## src/rtl/ram_arbiter.sv

```systemverilog
// ram_arbiter: round-robin arbiter sharing one data RAM between the CPU (m0) and a loader (m1).
// Each grant runs IDLE -> ACCESS -> DONE, and the ack pulses in DONE with the registered read data.
module ram_arbiter #(
    parameter int ADDR_W = 32,
    parameter int DATA_W = 32
) (
    input  logic              clk,
    input  logic              rst,
    input  logic              m0_req,
    input  logic              m0_we,
    input  logic [2:0]        m0_access,
    input  logic [ADDR_W-1:0] m0_addr,
    input  logic [DATA_W-1:0] m0_wdata,
    output logic              m0_ack,
    output logic [DATA_W-1:0] m0_rdata,
    input  logic              m1_req,
    input  logic              m1_we,
    input  logic [2:0]        m1_access,
    input  logic [ADDR_W-1:0] m1_addr,
    input  logic [DATA_W-1:0] m1_wdata,
    output logic              m1_ack,
    output logic [DATA_W-1:0] m1_rdata,
    output logic              slv_load,
    output logic              slv_store,
    output logic [2:0]        slv_access,
    output logic [ADDR_W-1:0] slv_addr,
    output logic [DATA_W-1:0] slv_wdata,
    input  logic [DATA_W-1:0] slv_rdata,
    output logic              cpu_stall
);
    typedef enum logic [1:0] {IDLE, ACCESS, DONE} state_t;
    state_t state, next;
    logic last_grant, sel, win, cmd_we;
    logic [2:0] cmd_access;
    logic [ADDR_W-1:0] cmd_addr;
    logic [DATA_W-1:0] cmd_wdata, rdata_q;
    // m1 wins when it is alone, or on a tie when m0 had the last grant
    assign win = m1_req & (~m0_req | ~last_grant);
    always_ff @(posedge clk or negedge rst) begin
        if (!rst) begin
            state      <= IDLE;
            last_grant <= 1'b1;
            sel        <= 1'b0;
            cmd_we     <= 1'b0;
            cmd_access <= '0;
            cmd_addr   <= '0;
            cmd_wdata  <= '0;
            rdata_q    <= '0;
        end else begin
            state <= next;
            if (state == IDLE && (m0_req | m1_req)) begin
                sel        <= win;
                cmd_we     <= win ? m1_we : m0_we;
                cmd_access <= win ? m1_access : m0_access;
                cmd_addr   <= win ? m1_addr : m0_addr;
                cmd_wdata  <= win ? m1_wdata : m0_wdata;
            end
            if (state == ACCESS) begin
                rdata_q    <= slv_rdata;
                last_grant <= sel;
            end
        end
    end
    always_comb begin
        next      = IDLE;
        slv_load  = 1'b0;
        slv_store = 1'b0;
        m0_ack    = 1'b0;
        m1_ack    = 1'b0;
        if (state == IDLE) next = (m0_req | m1_req) ? ACCESS : IDLE;
        if (state == ACCESS) begin
            next      = DONE;
            slv_load  = ~cmd_we;
            slv_store = cmd_we;
        end
        if (state == DONE) begin
            m0_ack = ~sel;
            m1_ack = sel;
        end
    end
    assign slv_access = cmd_access;
    assign slv_addr   = cmd_addr;
    assign slv_wdata  = cmd_wdata;
    assign m0_rdata   = m0_ack ? rdata_q : '0;
    assign m1_rdata   = m1_ack ? rdata_q : '0;
    assign cpu_stall  = m0_req & ~m0_ack;
endmodule
```

## config.mk

```make
export PLATFORM = sky130hd
export DESIGN_NAME = ram_arbiter
export DESIGN_NICKNAME = d
export VERILOG_FILES = /design/src/rtl/ram_arbiter.sv
export SDC_FILE = /design/constraint.sdc
export NUM_CORES = 1
export LEC_CHECK = 0
export ABC_AREA = 1
export CORE_MARGIN = 2
export CORE_UTILIZATION = 42
export DETAILED_ROUTE_END_ITERATION = 8
export GPL_TIMING_DRIVEN = 0
export HOLD_SLACK_MARGIN = 0.12
export PLACE_DENSITY = 0.94
export SYNTH_ARGS = -nofsm -noshare
export SYNTH_HDL_FRONTEND = slang
export SYNTH_SLANG_ARGS = --single-unit
```

## constraint.sdc

```tcl
create_clock -name clk -period 3.1 [get_ports clk]
set_clock_uncertainty 0.2 [all_clocks]
set_input_delay 0.31 -clock clk [delete_from_list [all_inputs] [get_ports clk]]
set_output_delay 0.31 -clock clk [all_outputs]
set_load 0.03 [all_outputs]
```

## After elaboration in Yosys (flattened, before gate mapping)

Index checks and enable logic that the tools add are counted.

| cells by class | value |
|---|---|
| eq/ne operators | 2 |
| mux-type cells | 13 |
| bitwise operators | 9 |
| reduce and logical (&&, ||, !) cells | 2 |

Operators by type and width:

| kind | count |
|---|---|
| $mux 32 | 4 |
| $mux 1 | 7 |
| $not 1->1 | 5 |
| $mux 3 | 1 |
| $and 1x1->1 | 2 |
| $eq 2x1->1 const B | 1 |
| $eq 2x2->1 const B | 1 |
| $logic_not 2->1 | 1 |
| $mux 2 | 1 |
| $or 1x1->1 | 2 |
| $logic_and 1x1->1 | 1 |

| storage, ports and cells | value |
|---|---|
| bits in registers | 104 |
| input bits | 172 |
| output and inout port bits | 136 |
| word-level logic and storage cells | 34 |

## Depth between registers and ports, before layout

| depth | value |
|---|---|
| depth after elaboration | 4 |
| mapped depth | 8 |
| depth with buffers taken out | 6 |

## Worst setup path after synthesis

OpenSTA, ideal clock, no wires.

| timing | value |
|---|---|
| path type | reg-to-output |
| from | reg sel |
| to | out m0_rdata[22] |
| arrival time | 1.239 ns |
| data required time | 2.590 ns |
| path slack | 1.351 ns |
| stages on the path, launching flop included | 5 |
| path buffers | 1 |
| cells stage by stage | dfrtp_1 > inv_1 > nand3_1 > clkbuf_1 > nor2_1 |

| on the way | value |
|---|---|
| cells in the longest elaborated chain, start to end | 3 |

Ends and longest elaborated chain:

| element | line | source |
|---|---|---|
| from (decl) | 33 | `logic last_grant, sel, win, cmd_we;` |
| from (signal assigned) | 52 | `sel <= win;` |
| $not 1->1 | 77 | `m0_ack = ~sel;` |
| $mux 1 | 76 | `if (state == DONE) begin` |
| $mux 32 | 84 | `assign m0_rdata = m0_ack ? rdata_q : '0;` |
| to (decl) | 15 | `output logic [DATA_W-1:0] m0_rdata,` |

Every way passes these cells.

## Final worst setup path

| timing | value |
|---|---|
| from | reg state[0] |
| to | out m0_rdata[3] |

| on the way | value |
|---|---|
| cells in the longest elaborated chain, start to end | 3 |

Ends and longest elaborated chain:

| element | line | source |
|---|---|---|
| from (decl) | 32 | `state_t state, next;` |
| from (signal assigned) | 50 | `state <= next;` |
| $eq 2x2->1 | 76 |  |
| $mux 1 | 76 |  |
| $mux 32 | 84 |  |

Every way passes these cells.

==> summary.md <==
| Metric | Value |
|---|---|
| FF-to-FF Start | `last_grant` |
| Number of I/O port buffers | `306` |
| Max-slew violation total from the final report | `0` |
| Clock latency on the worst-skew pair | `330 ps` |
| Drt via density | `4.74` |
| Setup repair after global routing missed its margin | `false` |
| Crit path max fanout | `10` |
| Number of nets in the final layout | `1305` |
| Crit path DAT | `2430 ps` |
| Dpl cells | `1297` |
| Endpoint of the worst hold-timing path | `slv_addr[25]` |
| Crit path buf inv count | `3` |
| Proportion of layout cells with a drive suffix above 1 | `0.0466` |
| Most numerous cell in the Yosys netlist | `nand2_1` |
| Synth Net Count | `986` |
| CP delay by family, top | `buffers and inverters` |
| VDD IR max | `0.585 mV` |
| Worst-case reg-to-reg path depth | `7` |
| Clock Tree Buf Depth | `2` |
| Post-synthesis sequential area ratio | `0.467` |
| Cell accounting for the most synthesized area | `dfrtp_1` |
| Wire length of the first global-routing pass | `29300 µm` |
| Cells on Worst Hold Path | `2` |
| Number of enable-type register cells in the synthesized netlist | `0` |
| Count of placed standard cells in the final layout, fillers left out | `1313` |
| Category of the worst setup path launch point | `flop` |
| Total Routing Usage GR | `0.259` |
| R2R setup slack | `1310 ps` |
| Clk sink count | `104` |
| Routed length per placed instance | `14.2 µm` |
| Post-synth top flop | `dfrtp_1` |
| Worst-path cell chain | `inv_1 > nand3_1 > clkbuf_1 > nor2_1 > clkdlybuf4s50_1` |
| CP required | `2590 ps` |
| FMAX | `341 MHz` |
| Initial Utilization | `0.426` |
| P&R area growth vs syn | `65.6%` |
| Final global-route overflow total | `0` |
| Post-route ant nets | `0` |
| Synthesized flop and latch total | `104` |
| DR DRC count | `0` |
| Placer congestion estimate | `0.895` |
| Die width | `119 µm` |
| Core occupancy in the finished layout | `0.705` |
| Worst min-delay path category | `reg -> reg` |
| Die footprint | `14200 µm²` |
| Clock tree from TritonCTS | `done` |
| Maximum number of pins on one net before global-route repair | `64` |
| # diodes | `0` |
| Min Tclk post-route | `2940 ps` |
| Total number of H-tree levels | `3` |
| First-pass iteration count of the detailed router | `5` |
| Setup violations, final | `0` |
| Yosys warning total | `0` |
| CP endpoint kind | `output pin` |
| Leakage power figure | `4.77 nW` |
| Biggest area contributors in the synthesized netlist | `dfrtp_1 46%, nand2_1 16%, nand3_1 12%` |
| PwrDens | `903 nW/µm²` |
| Number of DRC violations after detailed-routing iteration 0 | `404` |
| Post-detail-place hpwl | `14300 µm` |
| Run status | `completed` |
| Clock-pin slew on the worst setup and hold paths | `70 ps` |
| Initial antenna violation count | `0` |
| Critical-path cell with the highest stage delay | `clkdlybuf4s50_1` |
| Die Ht | `119 µm` |
| Reg2reg end | `slv_addr[0]` |
| Max-capacitance violation count | `0` |
| Count of cell types in the netlist | `16` |
| Via count of the first global-routing pass | `5890` |
| Worst relative slew slack | `0.640` |
| Gate count after technology mapping | `814` |
| Period utilisation layout | `0.947` |
| Routed via count | `6223` |
| Master cell of the clock root buffer | `clkbuf_16` |
| Async set or reset register ratio after synthesis | `1.00` |
| Postcts setup bufs | `0` |
| Ranking of synthesized cells by instance count | `242 x nand2_1, 177 x inv_1, 138 x nand3_1` |
| Number of top-level pins | `308` |
| Number of placement rows | `42` |
| CTS Buf Count | `9` |
| TNS Setup | `0 ps` |
| Transition time at the pin with the least slew margin | `540 ps` |
| Top-area cell type share of the netlist area | `0.463` |
| Core area | `13100 µm²` |
| Number of cells on the critical path | `5` |
| Maximum cell stage delay along the critical path | `700 ps` |
| Final Hold Vio Count | `0` |
| Total Routed Length | `18600 µm` |
| Syn avg cell area | `6.84 µm²` |
| Total power consumption of the routed design | `8.33 mW` |
| Kind of critical path | `reg -> out` |
| Mapped Area | `5570 µm²` |
| Source of the worst hold timing path | `slv_addr[25]` |
-- stage by stage --
step | cell area (µm²) | hold WS (ps) | worst slack [ps]
after floorplan | 5570 | -186 | 1350
after global placement | 8850 | 262 | -2400
after detailed placement | 8880 | 133 | 572
after CTS | 9230 | 282 | 208
after global routing | 9230 | 292 | 84.8
final | 9230 | 278 | 165
-- routing by layer --
metal  vias to the layer above  track usage  part of all wire
li1                       3042            -                 -
met1                      2856        0.300              0.38
met2                       275        0.467              0.51
met3                        50       0.0469             0.071
met4                         0        0.114             0.037
met5                         -            0                 0
-- logic make-up after synthesis --
family / count (synthesis) / share of synthesized area
and+or+nand+nor: 449 / 0.338
DFF: 104 / 0.467
AOI/OAI and AO/OA: 34 / 0.0305
buffers and inverters: 227 / 0.164
-- power by group --
group / switching, mW / internal (mW)
sequential: 0.313 / 2.04
clock: 0.485 / 0.808
combinational: 2.92 / 1.76
total: 3.72 / 4.61
-- layout make-up --
cell class | instances | area, µm²
inverters | 178 | 668
clock inverters | 3 | 90.1
repair buffers | 308 | 3100
well taps | 176 | 220
multi-input cells | 483 | 2050
plain buffers | 49 | 245
clock buffers | 12 | 246
flip-flops and latches | 104 | 2600
fillers | 1024 | 3860
-- how the worst max path moves through the flow --
| stage | to | from | slack [ps] |
|---|---|---|---|
| finish | m0_rdata[3] | state[0] | 160 |
| global route | m0_rdata[12] | state[0] | 80 |
| CTS | m0_rdata[3] | sel | 210 |
| detailed placement | m1_rdata[9] | state[0] | 570 |
| global placement | slv_addr[1] | rst | -2400 |
| floorplan | m0_rdata[22] | sel | 1350 |
-- sequential cells by signal (all words and copies together), names as in the netlist --
name        count
cmd_we          1
last_grant      1
rdata_q        32
sel             1
slv_access      3
slv_addr       32
slv_wdata      32
state           2
-- cells in the final DEF, fill, tap and decap left out --
cell	n
clkbuf_1	14
clkdlybuf4s50_1	305
nand2_1	242
inv_2	1
buf_1	4
nand2_2	1
o21ai_0	34
buf_16	1
clkbuf_8	1
nand3_1	138
buf_6	2
dfstp_2	1
buf_4	4
clkbuf_16	9
dfrtp_1	103
buf_2	28
nor2_8	1
dlygate4sd3_1	1
nor2_4	1
bufinv_16	3
nor2_1	66
inv_1	177
-- worst reg2reg max path, stage by stage, from the launching register on --
cell     delay (ps)
dfstp_2         530
nand2_1         190
nand2_2         200
buf_4           210
buf_6           160
nand2_1          70
nand3_1          70
nand2_1          60
-- what timing repair did --
action                                 4_1_cts  5_1_grt
setup endpoints to repair                    0        0
resized for setup                            0        0
hold buffers                                 1        0
endpoints found under the hold margin       41        0
(Power assumes the default switching activity.)
==> variant, RTL diff (same settings) <==
`ADDR_W`: 32 -> 64.
--- a/src/rtl/ram_arbiter.sv
+++ b/src/rtl/ram_arbiter.sv
@@ -3,3 +3,3 @@
 module ram_arbiter #(
-    parameter int ADDR_W = 32,
+    parameter int ADDR_W = 64,
     parameter int DATA_W = 32
Interface: changed (resized m0_addr, m1_addr and slv_addr); port bits go from 308 to 404. No check against the original RTL was run, so the function may have changed too.
==> variant against the unedited design <==
- non-clock buffer count grew 115
- synthesized area grew 32%
- sequential cell count grew 32
- routed wire length grew 50%
- hold slack lost 0.059 ns
- total power grew 40%
- cell area grew 34%
- setup slack gained 0.014 ns
- sequential power grew 33%
- global-route usage grew 3.8 points
- critical path type unchanged
- largest cell class unchanged
==> variant: results (changes against the unedited design) <==
| Metric | Value |
|---|---|
| R2R setup slack | 1.25 ns (was 1.31 ns) |
| Leakage power | 6.45 nW (was 4.77 nW) |
| Post-synth net total | 1,324 (was 986) |
| Layout cells sized above 1 | 4.72% (was 4.66%) |
| Port bufs | 403 (was 306) |
| HPWL after DPL | 21,400 um (was 14,300 um) |
| Status | complete, no violations (unchanged) |
| Skew-Pair Late Insertion Delay | 0.41 ns (was 0.33 ns) |
| Clk sink count | 136 (was 104) |
| CP Data Arrival Time | 2.41 ns (was 2.43 ns) |
| Reg2reg end | slv_access[1] (was slv_addr[0]) |
| Final WL | 27,900 um (was 18,600 um) |
| Via count | 8,559 (was 6,223) |
| Hold Crit Class | in2async (was reg2reg) |
| CTS H-tree depth | 4 (was 3) |
| Vias in the first global route | 8,314 (was 5,890) |
| Nets@finish | 1,748 (was 1,305) |
| Largest net degree at the start of global routing | 78 (was 64) |
| Gate Count Post-Synth | 1,088 (was 814) |
| Top post-synthesis cells by count | nand2_1 (338), inv_1 (239), nand3_1 (202) (was nand2_1 (242), inv_1 (177), nand3_1 (138)) |
| Initial drt markers | 610 (was 404) |
| Synth unique cells | 13 (was 16) |
| GPL Wtd Cong | 0.938 (was 0.895) |
| Critical Path Source | sel (was state[0]) |
| Seq/Total Area, Yosys | 46.4% (was 46.7%) |
| Synth top area cells | dfrtp_1 (46%), nand2_1 (17%), nand3_1 (14%) (was dfrtp_1 (46%), nand2_1 (16%), nand3_1 (12%)) |
| Total CTS buffers | 17 (was 9) |
| Total track usage | 29.8% (was 25.9%) |
| First-pass GRT wire length | 42,300 um (was 29,300 um) |
| Fin cells | 1,751 (was 1,313) |
variant: power by group through the flow:
stage / Sequential, mW / Clock [mW] / Combinational, mW
3_5_place_dp: 3.14 / 0 / 6.31
3_3_place_gp: 3.12 / 0 / 6.13
2_1_floorplan: 4.38 / 0 / 2.25
5_1_grt: 3.24 / 2.28 / 6.80
6_report: 3.15 / 2.18 / 6.34
4_1_cts: 3.14 / 2.20 / 6.34
variant: per-layer routing:
| layer | global-route usage [%] | share of wire [%] | vias up |
|---|---|---|---|
| li1 | - | - | 4071 |
| met1 | 33.6 | 37 | 3944 |
| met2 | 51.4 | 49 | 430 |
| met3 | 7.76 | 8.6 | 114 |
| met4 | 16.0 | 5.4 | 0 |
| met5 | 0 | 0 | - |
variant: cells by family after synthesis:
logic type / synth area share (%)
AOI/OAI and AO/OA: 2.32
and+or+nand+nor: 34.6
DFF: 46.4
buffers and inverters: 16.7
variant: final cells by class:
type	instances	area (um^2)
diodes	1	2.50
repair buffers	405	4070
flip-flops and latches	136	3400
multi-input cells	643	2710
clock inverters	7	139
fillers	1277	4840
clock buffers	25	495
inverters	242	908
well taps	225	282
plain buffers	67	317
variant: worst min path at each step:
stage	depth (start not counted)	end
finish	2	slv_addr[3]
global route	3	rdata_q[12]
global placement	2	slv_wdata[30]
floorplan	0	cmd_we
detailed placement	1	slv_addr[0]
CTS	2	slv_addr[0]
variant: stage by stage:
stage,power [mW],setup slack [ns],setup TNS (ns),hold slack (ns),area [um^2]
floorplan,6.63,1.35,0,-0.186,7340
global placement,9.25,-3.86,-522.34,0.261,11700
detailed placement,9.45,0.646,0,0.115,11700
CTS,11.7,0.190,0,0.242,12300
global route,12.3,0.0669,0,0.262,12300
finish,11.7,0.179,0,0.219,12300
variant: repair_timing:
item / 4_1_cts / 5_1_grt
endpoints found under the hold margin: 59 / 0
setup endpoints to repair: 0 / 0
hold buffers: 1 / 0
variant: worst max-delay path, cell delays in order, from the launching register on:
cell	delay (ns)
dfrtp_1	0.38
inv_1	0.09
nand3_1	0.28
clkbuf_1	0.35
nor2_1	0.21
clkdlybuf4s50_1	0.69
